### src/rtl/adder_if.sv
// Operand/result bundle for the registered adder.
// The toggle_cnt signal exists only when ADDER_TOGGLE_CNT_EN is defined.
interface adder_if #(
    parameter int N     = 12,
    parameter int CNT_W = 32
);
    logic [N-1:0] input1;
    logic [N-1:0] input2;
    logic [N-1:0] sum;
    logic         carry_out;
    logic         overflow;

`ifdef ADDER_TOGGLE_CNT_EN
    logic [CNT_W-1:0] toggle_cnt;

    modport master (
        output input1,
        output input2,
        input  sum,
        input  carry_out,
        input  overflow,
        input  toggle_cnt
    );

    modport slave (
        input  input1,
        input  input2,
        output sum,
        output carry_out,
        output overflow,
        output toggle_cnt
    );
`else
    modport master (
        output input1,
        output input2,
        input  sum,
        input  carry_out,
        input  overflow
    );

    modport slave (
        input  input1,
        input  input2,
        output sum,
        output carry_out,
        output overflow
    );
`endif

    if (N < 2 || CNT_W < 1) begin : g_param_check
        $error("adder_if: N must be >= 2 and CNT_W >= 1");
    end

endinterface

### src/rtl/adder.sv
// Registered N-bit adder: sum, carry_out and signed overflow one cycle after the operands.
// Optional macro ADDER_TOGGLE_CNT_EN adds a counter of sum-bit transitions (toggle_cnt).
module adder #(
    parameter int N     = 12,
    parameter int CNT_W = 32
) (
    input  logic   clk,
    input  logic   rst,
    adder_if.slave bus
);

    logic [N:0]   full_sum;
    logic [N-1:0] next_sum;
    logic         next_carry;
    logic         next_ovf;

    logic [N-1:0] sum_q;
    logic         carry_q;
    logic         ovf_q;

    // NOTE: every signal written in always_comb gets a value on every path, so no latch is inferred.
    always_comb begin
        full_sum   = {1'b0, bus.input1} + {1'b0, bus.input2};
        next_sum   = full_sum[N-1:0];
        next_carry = full_sum[N];
        // Signed overflow: like-signed operands producing a result of the other sign.
        next_ovf   = (bus.input1[N-1] == bus.input2[N-1]) && (full_sum[N-1] != bus.input1[N-1]);
    end

    // NOTE: sequential state uses non-blocking assignments so all registers update from pre-edge values.
    always_ff @(posedge clk) begin
        if (rst) begin
            sum_q   <= '0;
            carry_q <= 1'b0;
            ovf_q   <= 1'b0;
        end else begin
            sum_q   <= next_sum;
            carry_q <= next_carry;
            ovf_q   <= next_ovf;
        end
    end

    assign bus.sum       = sum_q;
    assign bus.carry_out = carry_q;
    assign bus.overflow  = ovf_q;

`ifdef ADDER_TOGGLE_CNT_EN
    logic [N-1:0]     sum_diff;
    logic [CNT_W-1:0] toggle_inc;
    logic [CNT_W-1:0] toggle_q;

    // Bits of the registered sum that change at the coming edge (relative to 0 when leaving reset).
    always_comb begin
        sum_diff   = next_sum ^ sum_q;
        toggle_inc = '0;
        for (int i = 0; i < N; i++) begin
            toggle_inc = toggle_inc + CNT_W'(sum_diff[i]);
        end
    end

    always_ff @(posedge clk) begin
        if (rst) begin
            toggle_q <= '0;
        end else begin
            toggle_q <= toggle_q + toggle_inc;
        end
    end

    assign bus.toggle_cnt = toggle_q;
`endif

    if (N < 2 || CNT_W < 1) begin : g_param_check
        $error("adder: N must be >= 2 and CNT_W >= 1");
    end

endmodule

### src/flat_wrapper.sv
// flat-port wrapper written by rule: the top's interface ports become plain ports
module adder_flat 
#(
    parameter int N     = 12,
    parameter int CNT_W = 32
)
  (clk, rst, bus_input1, bus_input2, bus_sum, bus_carry_out, bus_overflow);
  adder_if #(.N(N), .CNT_W(CNT_W)) bus_i ();
  input  logic clk;
  input  logic rst;
  input wire logic [$bits(bus_i.input1)-1:0] bus_input1;
  input wire logic [$bits(bus_i.input2)-1:0] bus_input2;
  output wire logic [$bits(bus_i.sum)-1:0] bus_sum;
  output wire logic [$bits(bus_i.carry_out)-1:0] bus_carry_out;
  output wire logic [$bits(bus_i.overflow)-1:0] bus_overflow;
  assign bus_i.input1 = bus_input1;
  assign bus_i.input2 = bus_input2;
  assign bus_sum = bus_i.sum;
  assign bus_carry_out = bus_i.carry_out;
  assign bus_overflow = bus_i.overflow;
  adder #(.N(N), .CNT_W(CNT_W)) u_core (.clk(clk), .rst(rst), .bus(bus_i));
endmodule
### config.mk
export PLATFORM = sky130hd
export DESIGN_NAME = adder_flat
export DESIGN_NICKNAME = d
export VERILOG_FILES = /design/src/rtl/adder_if.sv /design/src/rtl/adder.sv /design/src/flat_wrapper.sv
export SDC_FILE = /design/constraint.sdc
export NUM_CORES = 1
export LEC_CHECK = 0
export CAP_MARGIN = 5
export CORE_MARGIN = 2
export CORE_UTILIZATION = 37
export CTS_CLUSTER_SIZE = 28
export DETAILED_ROUTE_END_ITERATION = 8
export GPL_TIMING_DRIVEN = 0
export PLACE_DENSITY = 0.75
export SYNTH_ARGS = -nofsm -noshare
export SYNTH_HDL_FRONTEND = slang
export SYNTH_SLANG_ARGS = --single-unit
### constraint.sdc
create_clock -name clk -period 1.6 [get_ports clk]
set_input_delay 0.16 -clock clk [delete_from_list [all_inputs] [get_ports clk]]
set_output_delay 0.16 -clock clk [all_outputs]
set_load 0.01 [all_outputs]
**Word level (Yosys, flattened, before mapping)**

Index checks and enable logic that the tools add are counted.

- Add/subtract/negate cells: 1
- Equality and inequality tests: 2
- Reductions and logical operators: 1

Operators with widths:

| operator | count |
|---|---|
| 12-bit by 12-bit adder with 13-bit output | 1 |
| 1-bit equality test | 1 |
| 1-bit logical AND | 1 |
| 1-bit inequality test | 1 |

- Register bits after elaboration: 14
- Bits of input ports: 26
- Output and inout port bits: 14
- Word-level logic and storage cells: 7

**Depth between registers and ports, before layout**

- Word-level depth: 3
- Depth in mapped cells: 8
- Depth with buffers taken out: 8

**Worst setup path after synthesis**

Ideal clock, no wire load.

- Path kind: input-to-reg
- Start: in bus_input2[0]
- End: reg u_core.sum_q[10], in the netlist u_core.bus.sum[10]
- Setup time: 123 ps
- Arrival: 1561 ps
- Data required time: 1477 ps
- Path slack: -84 ps
- Stages on the path: 8
- Path buffers: 0
- Cells stage by stage: ha_1 inv_1 fa_1 nor2b_4 o2111ai_1 nand3b_2 a21oi_2 mux2_1

- Word-level cells in the longest chain between the ends: 1

Ends and longest elaborated chain:

| element | line | RTL |
|---|---|---|
| start, declared | flat_wrapper.sv:12 | `input wire logic [$bits(bus_i.input2)-1:0] bus_input2;` |
| 12-bit by 12-bit adder with 13-bit output | adder.sv:23 | `full_sum = {1'b0, bus.input1} + {1'b0, bus.input2};` |
| end signal, assigned | adder.sv:37 | `sum_q <= next_sum;` |
| end, declared | adder.sv:17 | `logic [N-1:0] sum_q;` |

No other way between the ends.
A chain may end at the register's enable or synchronous reset.

**Final worst setup path**

- Start: in bus_input2[9]
- End: reg u_core.sum_q[11], in the netlist u_core.bus.sum[11]

Same word-level chain as after synthesis.

==> flow_metrics.py <==
metrics = {
    "run_status": {
        "status": "complete, no violations",
    },
    "cts": {
        "htree_num_levels": 1,
        "cts_root_buf": "clkbuf_4",
        "cts_tree": "done",
        "clk_pin_slew_ns": 0.09,
        "clock_path_buffers": 2,
        "cts_made_buffers": 3,
        "clock_sinks": 14,
    },
    "cells_and_area": {
        "layout-drive-gt1-share_pct": 26.17,
        "most-common-layout-cells": "28 x clkdlybuf4s50_1, 14 x dfxtp_1, 13 x nor2_1, 9 x buf_4, 7 x dlygate4sd2_1",
        "syn2layout_area_growth_pct": 74.18,
        "final_area_sq_mm": 0.001587,
        "antenna_cells": 0,
        "multi_input_comb_area_sq_um": 779.5,
        "final_nets": 189,
        "fill_cells": 190,
        "seqCellArea_sq_um": 280.3,
        "layout_commonest_cell": "clkdlybuf4s50_1",
    },
    "logic_synthesis": {
        "synth.yosys.seq_area_share_pct": 30.77,
        "synthCells": 98,
        "syn_avg_cell_area_sq_um": 9.295,
        "synth_area_leaders": "dfxtp_1 31%, ha_1 16%, nor2_1 5.4%",
        "syn_nets": 137,
        "synth.largest_area_cell": "dfxtp_1",
        "ys_ff_latch": 14,
        "synth_top_area_share_pct": 30.77,
        "ys.warnings.count": 0,
        "synth.distinct_cells": 37,
        "synth_area_sq_um": 910.9,
    },
    "power_and_ir_drop": {
        "internal-power_uw": 817.1,
        "switching_share_pct": 30.65,
        "p_leak_nw": 0.6620,
        "pwr-share-seq_pct": 34.1,
        "power_density_mw_per_mm2": 742.7,
        "clkPwrFrac_pct": 22.7,
        "p_total_mw": 1.178,
        "ir_worst_vdd_mv": 0.4690,
        "comb_power_share_pct": 43.2,
        "switchingPower_uw": 361.2,
    },
    "timing": {
        "tightest_slew_ns": 0.4104,
        "clock.fmax_mhz": 644.7,
        "fin_tns_setup_ns": 0,
        "fin_crit_sh_pct": 96.95,
        "slew_headroom_pct": 72.64,
        "hold_viol": 0,
        "maxSlewViolCount": 0,
        "min_period_ns": 1.551,
        "finalSetupViolations": 0,
    },
    "setup_path": {
        "critical_path.slowest_cell": "clkdlybuf4s50_1",
        "path_cells": "clkdlybuf4s50_1, ha_2, a21oi_2, nand2_1, a21oi_2, o21ai_4, mux2_1",
        "crit_type": "in2reg",
        "end_kind": "flop",
        "worst-endpoint-arrival_ns": 1.74,
        "required_ns": 1.78,
        "startpoint_type": "input port",
        "path_max_fanout": 5,
        "cpMostUsedCell": "a21oi_2",
        "max_stage_delay_ns": 0.46,
    },
    "grt": {
        "grt_max_degree": 11,
        "grt_pass1_vias": 870,
        "grt-ovfl-total": 0,
        "antenna_found_initial": 0,
        "grt_pass1_wl_um": 3781,
        "grt_usage_pct": 18.46,
    },
    "die": {
        "fp-row-count": 17,
        "die_area_sq_mm": 0.002875,
        "start_util_pct": 40.02,
        "die_x_um": 53.62,
        "io_pins": 40,
        "dieHeight_um": 53.62,
        "core-area_sq_mm": 0.002276,
    },
    "place": {
        "numPortBuffers": 38,
        "placed_cell_area_sq_mm": 0.001364,
        "gp_congestion": 0.8256,
        "dp_hpwl_um": 1648,
    },
    "detailed_routing": {
        "routed_wl_um": 2342,
        "drt_first_iter_violations": 5,
        "ant_nets": 0,
        "dr.pass1.iters": 4,
        "post_drt_wl_per_cell_um": 13.23,
        "drc": 0,
        "vias": 895,
        "viasPerCell": 5.056,
    },
    "job": {
        "drv_cap": 0,
    },
    "min_path": {
        "hold_path.class": "in2reg",
    },
}
-- routing by layer --
layer	GRT usage [%]	part of all wire (%)	vias to the layer above
met5	0	0	-
met4	8.974	1.2	0
met3	2.500	4.7	3
met2	33.74	51	29
met1	20.89	43	417
li1	-	-	446
-- final cells by class --
class | count | area share, %
sequential | 14 | 17.67
clock buffer | 4 | 2.287
timing repair buffer | 47 | 27.52
inverter | 3 | 0.7098
multi-input combinational | 79 | 49.13
buffer | 2 | 0.4732
tap | 28 | 2.208
-- through the flow --
stage	setup WS, ns	std cells	hold slack (ns)	util, %
final	0.04885	177	0.2339	69.71
after global routing	-0.02596	177	0.2731	69.71
after detailed placement	-0.6383	164	0.5305	59.92
after floorplan	-0.02317	98	0.2988	-
after CTS	0.003930	177	0.2338	67.23
after global placement	-0.6002	164	0.5109	59.92
-- logic make-up (layout without fill, tap and decap cells) --
group	count (synthesis)	in the layout	synth area share, %
DFF	14	14	30.77
xor gates and xnor gates	6	6	5.769
muxes	4	4	4.807
AOI/OAI and AO/OA	22	22	18.27
adders and majority gates	13	13	18.68
buffers and inverters	5	56	2.061
and+or+nand+nor	34	34	19.64
-- worst max-delay path: cells and delay by family --
| family | cells | cell delay, ns |
|---|---|---|
| buffers and inverters | 1 | 0.46 |
| muxes | 1 | 0.30 |
| and+or+nand+nor | 1 | 0.09 |
| adders and majority gates | 1 | 0.31 |
| AOI/OAI and AO/OA | 3 | 0.42 |
-- repair_timing --
item,in CTS,in global routing
pin swaps,12,6
hold buffers,0,0
gates resized for setup,20,11
setup buffers,9,0
setup endpoints to repair,7,8
-- registers in the layout (all words and copies together) (netlist names) --
register              count
u_core.bus.overflow       1
u_core.bus.carry_out      1
u_core.bus.sum           12
-- final timing paths --
kind / startpoint / cells past startpoint / slack (ns) / endpoint
setup / recovery: bus_input2[9] / 7 / 0.05 / u_core.bus.sum[11]$_SDFF_PP0_
hold / removal: rst / 2 / 0.23 / u_core.bus.sum[0]$_SDFF_PP0_
-- cell usage after synthesis (all sizes together) --
| master | instances |
|---|---|
| a211oi | 1 |
| a21o | 2 |
| a21oi | 6 |
| a41oi | 1 |
| and2 | 1 |
| and2b | 1 |
| clkbuf | 2 |
| dfxtp | 14 |
| fa | 1 |
| ha | 12 |
| inv | 3 |
| mux2 | 3 |
| mux2i | 1 |
| nand2 | 6 |
| nand2b | 3 |
| nand3 | 1 |
| nand3b | 1 |
| nand4 | 1 |
| nor2 | 13 |
| nor2b | 5 |
| nor3 | 1 |
| o2111ai | 1 |
| o211ai | 2 |
| o21a | 1 |
| o21ai | 5 |
| o21bai | 1 |
| o31ai | 2 |
| or3 | 1 |
| xnor2 | 2 |
| xor2 | 4 |
-- power by group through the flow --
| stage | Sequential (mW) | Clock (mW) | Combinational (mW) |
|---|---|---|---|
| 6_report | 0.401 | 0.268 | 0.509 |
| 3_5_place_dp | 0.411 | 0 | 0.416 |
| 2_1_floorplan | 0.433 | 0 | 0.210 |
| 4_1_cts | 0.402 | 0.267 | 0.474 |
| 5_1_grt | 0.404 | 0.284 | 0.552 |
| 3_3_place_gp | 0.409 | 0 | 0.407 |
(Power assumes the default switching activity.)
==> patch: new RTL, config.mk and constraints unchanged <==
`N` is set to 12 in 3 places; all go to 14.
--- a/src/rtl/adder_if.sv
+++ b/src/rtl/adder_if.sv
@@ -1,7 +1,7 @@
 // Operand/result bundle for the registered adder.
 // The toggle_cnt signal exists only when ADDER_TOGGLE_CNT_EN is defined.
 interface adder_if #(
-    parameter int N     = 12,
+    parameter int N     = 14,
     parameter int CNT_W = 32
 );
     logic [N-1:0] input1;
--- a/src/rtl/adder.sv
+++ b/src/rtl/adder.sv
@@ -1,7 +1,7 @@
 // Registered N-bit adder: sum, carry_out and signed overflow one cycle after the operands.
 // Optional macro ADDER_TOGGLE_CNT_EN adds a counter of sum-bit transitions (toggle_cnt).
 module adder #(
-    parameter int N     = 12,
+    parameter int N     = 14,
     parameter int CNT_W = 32
 ) (
     input  logic   clk,
--- a/src/flat_wrapper.sv
+++ b/src/flat_wrapper.sv
@@ -1,7 +1,7 @@
 // flat-port wrapper written by rule: the top's interface ports become plain ports
 module adder_flat 
 #(
-    parameter int N     = 12,
+    parameter int N     = 14,
     parameter int CNT_W = 32
 )
   (clk, rst, bus_input1, bus_input2, bus_sum, bus_carry_out, bus_overflow);
Ports: changed (resized bus_input1, bus_input2 and bus_sum); port bits go from 40 to 46. The function was not compared with the original's and may differ.
==> patch against the original RTL <==
- the run now ends with negative setup slack left
- area after synthesis is 21% higher
- critical path depth grew 2
- design area up 23%
- routed wire length is 58% higher
- sequential power up 14%
- sequential share of layout area is 1.2 points lower
- total power increased by 18%
- setup slack lost 0.36 ns
- critical endpoint is now u_core.bus.sum[10]$_SDFF_PP0_
- sequential cell count up 2
- highest routed layer unchanged
==> patch: results (changes against the original RTL) <==
[layout]
fin_cells = 218  ; +23%
largest_reg_flops = 14  ; +2

[route]
wl_per_cell_um = 16.97  ; +28%
drt-initial-drc-count = 37  ; +32
wl_met3_um = 231  ; +110%
drt-met1-wl_um = 1460  ; +45%
route.detailed.vias_per_inst = 5.766  ; +14%

[timing]
setup_viol = 7  ; +7
fin_ws_ns = -0.3110  ; -0.3598 ns

[synth]
syn_avg_cell_area_sq_um = 8.879  ; -4.5%
post_synth_num_cell_types = 33  ; -11%
synthMuxAreaShare_pct = 4.091  ; -0.72 points
synthTopCellsByArea = dfxtp_1 (29%), ha_1 (16%), nor2_1 (5.1%)
synth_commonest_cells = dfxtp_1 (16), nor2_1 (15), ha_1 (14)
syn-num-nets = 169  ; +23%

[clock_network]
clk_pin_slew_ns = 0.11  ; +0.02 ns

[global_routing]
gr-usage-met2_pct = 40.45  ; +6.7 points
grt_first_pass_wirelength_um = 5996  ; +59%
met3_usage_pct = 3.956  ; +1.5 points
grt_util_all_layers_pct = 23.05  ; +4.6 points
grt_pass1_vias = 1313  ; +51%

[status]
failed_checks = negative setup slack
status = complete, but fails checks

[placement]
dp_slack_ns = -0.9164  ; -0.2781 ns
place_hpwl_um = 2172  ; +32%

[pwr]
switching_share_pct = 32.55  ; +1.9 points

==> patch: cell count changes after synthesis, moves of 3 or more <==
cell	delta
and3_1	+3
a211oi_1	+5
o21ai_0	+6
nand2b_1	-3
nor3_1	+3
a21o_1	+5
==> patch: power groups by stage <==
stage	sequential, W	combinational [W]	clock (W)
after global placement	0.000465	0.000486	0
after global routing	0.000462	0.000692	0.000306
after detailed placement	0.000466	0.000497	0
after CTS	0.000457	0.000594	0.000289
after floorplan	0.000492	0.000250	0
final	0.000456	0.000648	0.000286
==> patch: kinds of logic (layout without fill, tap and decap cells) <==
logic type | count (synthesis) | after routing
AO/OA/AOI/OAI | 40 | 40
AND/OR/NAND/NOR | 39 | 39
flip-flops | 16 | 16
adder cells (fa/ha/maj) | 15 | 15
buffers and inverters | 7 | 70
multiplexers | 4 | 4
XOR/XNOR | 3 | 3
==> patch: critical path: stages <==
cell	delay [ns]
buf_6	0.10
ha_4	0.15
inv_2	0.06
fa_2	0.23
nor2b_4	0.05
o31a_1	0.26
o31a_1	0.38
a221oi_2	0.35
mux2_1	0.35
==> patch: final cells by class <==
class / instances / area [sq um]
clock buffer: 4 / 36.28
multi-input combinational: 101 / 980.9
timing repair buffer: 60 / 546.8
fill: 208 / 835.8
tap: 31 / 38.79
buffer: 2 / 7.507
inverter: 4 / 15.01
sequential: 16 / 320.3
==> patch: what timing repair did <==
action	in CTS	in global routing
pin swaps	17	4
endpoints found under the hold margin	0	0
gates cloned	0	0
setup endpoints to repair	11	8
gates resized for setup	61	5
setup buffers	14	1
==> patch: path summary, 6_finish.rpt <==
check	from	endpoint	slack (ns)	cells past startpoint
max	bus_input2[0]	u_core.bus.sum[10]$_SDFF_PP0_	-0.31	9
min	bus_input2[0]	u_core.bus.sum[0]$_SDFF_PP0_	0.17	3
